`src/rtl/io_uart_tx_fifo.sv`:
```
// io_uart_tx_fifo: memory-mapped UART transmitter for the SOC IO page.
// A circular TX FIFO feeds a start/data/stop shifter. The baud divisor can be
// changed at run time and is sampled once per frame. A status word reports
// the FIFO state.
//
// state  | meaning
// IDLE   | line high; pops the FIFO head as soon as one is queued
// START  | start bit, line low for D clocks
// DATA   | DATA_BITS data bits, LSB first, D clocks each
// STOP   | line high for STOP_BITS*D clocks, then back to IDLE
module io_uart_tx_fifo #(
    parameter int DEPTH     = 16,
    parameter int DATA_BITS = 8,
    parameter int STOP_BITS = 1,
    parameter int DIV_WIDTH = 16,
    parameter int DIV_RESET = 104
) (
    input  logic        i_clk,
    input  logic        i_rst,
    input  logic        i_sel,
    input  logic [1:0]  i_addr,
    input  logic [31:0] i_wdata,
    input  logic        i_wstrb,
    input  logic        i_rstrb,
    output logic [31:0] o_rdata,
    output logic        o_tx,
    output logic        o_irq
);

    localparam int PTR_W = $clog2(DEPTH);
    localparam int BIT_W = $clog2(DATA_BITS);

    localparam logic [1:0] ST_IDLE  = 2'd0;
    localparam logic [1:0] ST_START = 2'd1;
    localparam logic [1:0] ST_DATA  = 2'd2;
    localparam logic [1:0] ST_STOP  = 2'd3;

    localparam logic [1:0] ADDR_DATA   = 2'd0;
    localparam logic [1:0] ADDR_STATUS = 2'd1;
    localparam logic [1:0] ADDR_DIV    = 2'd2;

    localparam logic [DIV_WIDTH-1:0] DIV_ONE  = {{(DIV_WIDTH-1){1'b0}}, 1'b1};
    localparam logic [PTR_W:0]       PTR_ONE  = {{PTR_W{1'b0}}, 1'b1};
    localparam logic [BIT_W-1:0]     BIT_ONE  = {{(BIT_W-1){1'b0}}, 1'b1};
    localparam logic [BIT_W-1:0]     BIT_LAST = BIT_W'(DATA_BITS - 1);
    localparam logic                 STOP_LAST = 1'(STOP_BITS - 1);

    // FIFO storage and pointers (extra MSB distinguishes full from empty)
    logic [DATA_BITS-1:0] mem_q [DEPTH];
    logic [PTR_W:0]       wr_ptr_q, wr_ptr_d;
    logic [PTR_W:0]       rd_ptr_q, rd_ptr_d;
    logic [PTR_W:0]       level;
    logic                 full;
    logic                 empty;

    // bus qualification
    logic                 wr_en;
    logic                 rd_en;
    logic                 push_req;
    logic                 push_ok;
    logic                 pop;

    // control/status registers
    logic                 ovf_q, ovf_d;
    logic [DIV_WIDTH-1:0] div_q, div_d;
    logic [DIV_WIDTH-1:0] div_eff;
    logic [31:0]          status;
    logic [31:0]          rdata_q, rdata_d;

    // transmit engine
    logic [1:0]           state_q, state_d;
    logic [DIV_WIDTH-1:0] div_lat_q, div_lat_d;
    logic [DIV_WIDTH-1:0] baud_cnt_q, baud_cnt_d;
    logic                 baud_tc;
    logic [BIT_W-1:0]     bit_idx_q, bit_idx_d;
    logic                 stop_idx_q, stop_idx_d;
    logic [DATA_BITS-1:0] shift_q, shift_d;
    logic                 tx_q, tx_d;

    // Only the low bits of the write bus reach any register.
    logic                 unused_wdata;
    assign unused_wdata = ^i_wdata;

    assign wr_en    = i_sel & i_wstrb;
    assign rd_en    = i_sel & i_rstrb;
    assign push_req = wr_en && (i_addr == ADDR_DATA);

    assign level = wr_ptr_q - rd_ptr_q;
    assign empty = (wr_ptr_q == rd_ptr_q);
    assign full  = (wr_ptr_q[PTR_W] != rd_ptr_q[PTR_W]) &&
                   (wr_ptr_q[PTR_W-1:0] == rd_ptr_q[PTR_W-1:0]);

    // A full FIFO still takes a push when the shifter drains the head in the same cycle.
    assign push_ok = push_req && (!full || pop);

    assign div_eff = (div_q == '0) ? DIV_ONE : div_q;
    assign baud_tc = (baud_cnt_q == '0);

    // pointer advance, overflow flag and divisor register next-state
    always_comb begin
        wr_ptr_d = wr_ptr_q;
        rd_ptr_d = rd_ptr_q;
        ovf_d    = ovf_q;
        div_d    = div_q;
        if (push_ok) begin
            wr_ptr_d = wr_ptr_q + PTR_ONE;
        end
        if (pop) begin
            rd_ptr_d = rd_ptr_q + PTR_ONE;
        end
        if (push_req && !push_ok) begin
            ovf_d = 1'b1;
        end else if (wr_en && (i_addr == ADDR_STATUS) && i_wdata[3]) begin
            ovf_d = 1'b0;
        end
        if (wr_en && (i_addr == ADDR_DIV)) begin
            div_d = i_wdata[DIV_WIDTH-1:0];
        end
    end

    // frame sequencer: down-counter per bit period, terminal count advances the state
    always_comb begin
        state_d    = state_q;
        div_lat_d  = div_lat_q;
        baud_cnt_d = baud_cnt_q;
        bit_idx_d  = bit_idx_q;
        stop_idx_d = stop_idx_q;
        shift_d    = shift_q;
        pop        = 1'b0;
        case (state_q)
            ST_IDLE: begin
                if (!empty) begin
                    pop        = 1'b1;
                    shift_d    = mem_q[rd_ptr_q[PTR_W-1:0]];
                    div_lat_d  = div_eff;
                    baud_cnt_d = div_eff - DIV_ONE;
                    state_d    = ST_START;
                end
            end
            ST_START: begin
                if (baud_tc) begin
                    state_d    = ST_DATA;
                    bit_idx_d  = '0;
                    baud_cnt_d = div_lat_q - DIV_ONE;
                end else begin
                    baud_cnt_d = baud_cnt_q - DIV_ONE;
                end
            end
            ST_DATA: begin
                if (baud_tc) begin
                    baud_cnt_d = div_lat_q - DIV_ONE;
                    if (bit_idx_q == BIT_LAST) begin
                        state_d    = ST_STOP;
                        stop_idx_d = 1'b0;
                    end else begin
                        bit_idx_d = bit_idx_q + BIT_ONE;
                        shift_d   = shift_q >> 1;
                    end
                end else begin
                    baud_cnt_d = baud_cnt_q - DIV_ONE;
                end
            end
            default: begin
                if (baud_tc) begin
                    if (stop_idx_q == STOP_LAST) begin
                        state_d = ST_IDLE;
                    end else begin
                        stop_idx_d = 1'b1;
                        baud_cnt_d = div_lat_q - DIV_ONE;
                    end
                end else begin
                    baud_cnt_d = baud_cnt_q - DIV_ONE;
                end
            end
        endcase
    end

    // line level for the current state; registered so o_tx is glitch-free
    always_comb begin
        tx_d = 1'b1;
        case (state_q)
            ST_START: tx_d = 1'b0;
            ST_DATA:  tx_d = shift_q[0];
            default:  tx_d = 1'b1;
        endcase
    end

    // status word assembly; bit 9 mirrors full for legacy pollers
    always_comb begin
        status        = '0;
        status[0]     = full;
        status[1]     = empty;
        status[2]     = (state_q != ST_IDLE) || !empty;
        status[3]     = ovf_q;
        status[9]     = full;
        status[23:16] = 8'(level);
    end

    // read mux; the result is held until the next read
    always_comb begin
        rdata_d = rdata_q;
        if (rd_en) begin
            case (i_addr)
                ADDR_STATUS: rdata_d = status;
                ADDR_DIV:    rdata_d = 32'(div_q);
                default:     rdata_d = '0;
            endcase
        end
    end

    // FIFO storage write; contents need no reset because the pointers define validity
    always_ff @(posedge i_clk) begin
        if (!i_rst && push_ok) begin
            mem_q[wr_ptr_q[PTR_W-1:0]] <= i_wdata[DATA_BITS-1:0];
        end
    end

    // state registers with synchronous reset
    always_ff @(posedge i_clk) begin
        if (i_rst) begin
            wr_ptr_q   <= '0;
            rd_ptr_q   <= '0;
            ovf_q      <= 1'b0;
            div_q      <= DIV_WIDTH'(DIV_RESET);
            rdata_q    <= '0;
            state_q    <= ST_IDLE;
            div_lat_q  <= DIV_ONE;
            baud_cnt_q <= '0;
            bit_idx_q  <= '0;
            stop_idx_q <= 1'b0;
            shift_q    <= '0;
            tx_q       <= 1'b1;
        end else begin
            wr_ptr_q   <= wr_ptr_d;
            rd_ptr_q   <= rd_ptr_d;
            ovf_q      <= ovf_d;
            div_q      <= div_d;
            rdata_q    <= rdata_d;
            state_q    <= state_d;
            div_lat_q  <= div_lat_d;
            baud_cnt_q <= baud_cnt_d;
            bit_idx_q  <= bit_idx_d;
            stop_idx_q <= stop_idx_d;
            shift_q    <= shift_d;
            tx_q       <= tx_d;
        end
    end

    assign o_rdata = rdata_q;
    assign o_tx    = tx_q;
    assign o_irq   = empty && (state_q == ST_IDLE);

endmodule

```
`config.mk`:
```
export PLATFORM = sky130hd
export DESIGN_NAME = io_uart_tx_fifo
export DESIGN_NICKNAME = d
export VERILOG_FILES = /design/src/rtl/io_uart_tx_fifo.sv
export SDC_FILE = /design/constraint.sdc
export NUM_CORES = 1
export LEC_CHECK = 0
export BUFFER_PORTS_ARGS = -buffer_cell sky130_fd_sc_hd__buf_2
export CORE_MARGIN = 1
export CORE_UTILIZATION = 46
export DETAILED_ROUTE_END_ITERATION = 7
export GPL_TIMING_DRIVEN = 0
export PLACE_DENSITY_LB_ADDON = 0.08
export SYNTH_ARGS = -nofsm -noshare
export SYNTH_HDL_FRONTEND = slang
export SYNTH_SLANG_ARGS = --single-unit
```
`constraint.sdc`:
```
create_clock -name i_clk -period 5.6 [get_ports i_clk]
set_clock_uncertainty 0.05 [all_clocks]
set_input_delay 1.12 -clock i_clk [delete_from_list [all_inputs] [get_ports i_clk]]
set_output_delay 1.12 -clock i_clk [all_outputs]
set_load 0.1 [all_outputs]
```
==> metrics.md <==
| Metric | Value |
|---|---|
| Run status | finished, final reports clean |
| Slew Limit Headroom | 12.2% |
| DIE AREA | 0.0215 mm2 |
| Register area share after synthesis | 60.4% |
| Slowest cell on crit path | buf_2 |
| CP endpoint | o_irq |
| Count leader, synth | edfxtp_1 |
| # DRC | 0 |
| Synth unique cells | 58 |
| Area occupied by multi-input gates | 0.00354 mm2 |
| Sequential Area | 0.00581 mm2 |
| Met2 Resource Use GR | 38.8% |
| Final worst setup slack | 1.76 ns |
| Initial antenna violation count | 0 |
| CP endpoint kind | output port |
| # H-tree levels | 1 |
| Met3 Usage GRT | 3.44% |
| Synth Warn # | 0 |
| Startpoint Class | register |
| Core box area | 0.0204 mm2 |
| Antenna diode count | 0 |
| Worst ir drop on vdd | 0.232 mV |
| CTS Buffer Depth | 3 |
| Most common library cells after synthesis | edfxtp_1 (128), nand2_1 (101), dfxtp_1 (98) |
| Nets | 922 |
| CP required | 4.43 ns |
| Buf+Inv Stages, Crit Path | 3 |
| Most numerous cell on the critical path | inv_1 |
| Filler cell count | 1,780 |
| Peak per-stage delay on the critical path | 0.44 ns |
| Number of global-route vias before repair | 6,439 |
| Final period demand of the worst path | 3.84 ns |
| R2R setup slack | 1.84 ns |
| Final WL | 24,000 um |
| Clock Tree Root | clkbuf_16 |
| Hold WS | 0.398 ns |
| Routability Congestion | 0.882 |
| Main synth FF type | edfxtp_1 |
| Die height | 147 um |
| DR vias/cell | 5.65 |
| I/O Pins | 73 |
| Critical Path Start | wr_ptr_q[0] |
| Register bit total from synthesis | 226 |
| CTS tree | yes |
| Top cells by area, synth | edfxtp_1 (40%), dfxtp_1 (20%), mux4_2 (9.4%), nand2_1 (3.9%), a21oi_1 (3.4%) |
| LEAKAGE | 3.72 nW |
| First-pass GRT wire length | 37,100 um |
| CTS clock-pin slew for the worst setup and hold paths | 0.06 ns |
| Max-Cap Viols | 0 |
| Routed WL per cell | 20.8 um |
| Worst skew pair latency | 0.53 ns |
| CP Class | reg -> out |
| Design area | 0.0110 mm2 |
| Cts bufs inserted | 25 |
| Starting Density | 47.2% |
| Critical-path cell list | inv_1 > ha_1 > nand4_1 > nor2_1 > nand2_1 > inv_1 > buf_2 |
| Layout area overhead | 14.1% |
| Share of cells above drive strength 1 | 17.1% |
| R2R depth | 12 |
| Post-synth EDFFs | 128 |
| FFs w/ async S/R, synth | 0% |
| Max Freq | 260 MHz |
| Initial DRT Pass Iterations | 5 |
| GRT Residual Overflow | 0 |
| FP Rows | 52 |
| Final period utilization | 68.7% |
| Antenna Nets Post-Route | 0 |
| CTS resizes | 0 |
| RSZ-0062 raised after global routing | false |
| Top cell type by total area after synthesis | edfxtp_1 |
| Post-CTS setup buffer count | 0 |
| Worst R2R End | baud_cnt_q[14] |
| CP max FO | 5 |
| DIE WIDTH | 147 um |
| Cells after synthesis | 783 |
| Top-area cell type share of the netlist area | 40.0% |
| Data arrival, critical path | 2.67 ns |
| Fin. Hold Viols | 0 |
| Vias post-DR | 6,511 |
| Final setup violation count | 0 |
| Global route hottest layer | met2 |
| Largest net degree at the start of global routing | 19 |
| Initial DRC count | 523 |
| Post-DP Area | 0.0102 mm2 |
| Hold Crit Class | reg -> reg |
| Pwr per Cell Area | 418 mW/mm2 |
| Hold bufs inserted after CTS | 0 |
| DPL Wire Length | 17,000 um |
| Reg2reg start | state_q[0] |
| Setup TNS | 0 ns |
| GRT Total Usage | 22.9% |
| Clk sinks | 226 |
| Syn avg cell area | 12.3 um2 |
| Slew Viols, Final | 0 |
| Dpl ws | 1.75 ns |
| Port-buffer cells | 44 |
| Area of the mapped netlist | 0.00962 mm2 |
| Least-Margin Pin Slew | 1.31 ns |
| Crit path max-delay family | buffers and inverters |
| Met1 Track Usage GR | 30.4% |
| Levels on crit path | 7 |
## how the worst min path moves through the flow
stage,start,end,slack (ns),cells past startpoint
2_1_floorplan,bit_idx_q[1],bit_idx_q[1],0.39,2
3_3_place_gp,o_rdata[12],o_rdata[12],0.39,2
3_5_place_dp,o_rdata[14],o_rdata[14],0.39,2
4_1_cts,o_rdata[14],o_rdata[14],0.40,2
5_1_grt,o_rdata[14],o_rdata[14],0.42,2
6_report,o_rdata[14],o_rdata[14],0.40,2
## registers in the layout, indices dropped and copies added (netlist names), named ones only
| name | count |
|---|---|
| mem_q | 128 |
| state_q | 2 |
| ovf_q | 1 |
| baud_cnt_q | 16 |
| o_tx | 1 |
| o_rdata | 21 |
| div_q | 16 |
| shift_q | 8 |
| div_lat_q | 16 |
| rd_ptr_q | 5 |
| bit_idx_q | 3 |
| wr_ptr_q | 5 |
## placed cells by master (no fill, tap or decap), types with 15 or more instances in the layout
| master | Yosys | layout |
|---|---|---|
| clkbuf_1 | 34 | 40 |
| nand3_1 | 16 | 16 |
| dfxtp_1 | 98 | 98 |
| mux4_2 | 40 | 40 |
| edfxtp_1 | 128 | 128 |
| a21oi_1 | 65 | 65 |
| nor3_1 | 16 | 15 |
| buf_2 | 3 | 47 |
| nand2_1 | 101 | 101 |
| ha_1 | 18 | 18 |
| nor2_1 | 86 | 86 |
| clkbuf_16 | 0 | 25 |
## cells by family after synthesis
logic type / synth area share [%]
flip-flops: 60.4
XOR/XNOR: 1.91
multiplexers: 11.3
AND/OR/NAND/NOR: 12.1
adder cells (fa/ha/maj): 2.55
other: 0.0390
AO/OA/AOI/OAI: 8.46
buffers and inverters: 3.28
## tightest hold or removal path: stages (launching register included)
cell	delay [ns]
dfxtp_1	0.31
nand2_1	0.05
a21oi_1	0.05
## through the flow
step / power, mW / instances / util, %
floorplan: 2.77 / 793 / -
global placement: 3.06 / 1107 / 50.2
detailed placement: 3.09 / 1107 / 50.2
CTS: 4.61 / 1153 / 53.9
global route: 4.78 / 1153 / 53.9
finish: 4.58 / 1153 / 53.9
## area by class of cell
| cell class | instances | share of cell area [%] |
|---|---|---|
| Sequential cell | 226 | 52.9 |
| Multi-Input combinational cell | 498 | 32.3 |
| Clock buffer | 31 | 5.91 |
| Tap cell | 270 | 3.08 |
| Buffer | 56 | 2.43 |
| Timing Repair Buffer | 44 | 2.01 |
| Clock inverter | 15 | 0.958 |
| Inverter | 13 | 0.445 |
## metal layers
| metal | routed length, um | part of all wire, % | vias to the layer above |
|---|---|---|---|
| met2 | 11700 | 49 | 201 |
| met3 | 1290 | 5.4 | 42 |
| met1 | 10400 | 43 | 3244 |
| met4 | 627 | 2.6 | 0 |
| met5 | 0 | 0 | - |
| li1 | - | - | 3024 |
## power by group
part / leakage (nW) / switching [mW] / internal, mW
combinational: 1.41 / 0.746 / 0.381
sequential: 1.95 / 0.0803 / 1.85
clock: 0.372 / 0.658 / 0.868
total: 3.72 / 1.48 / 3.10
(Power assumes the default switching activity.)
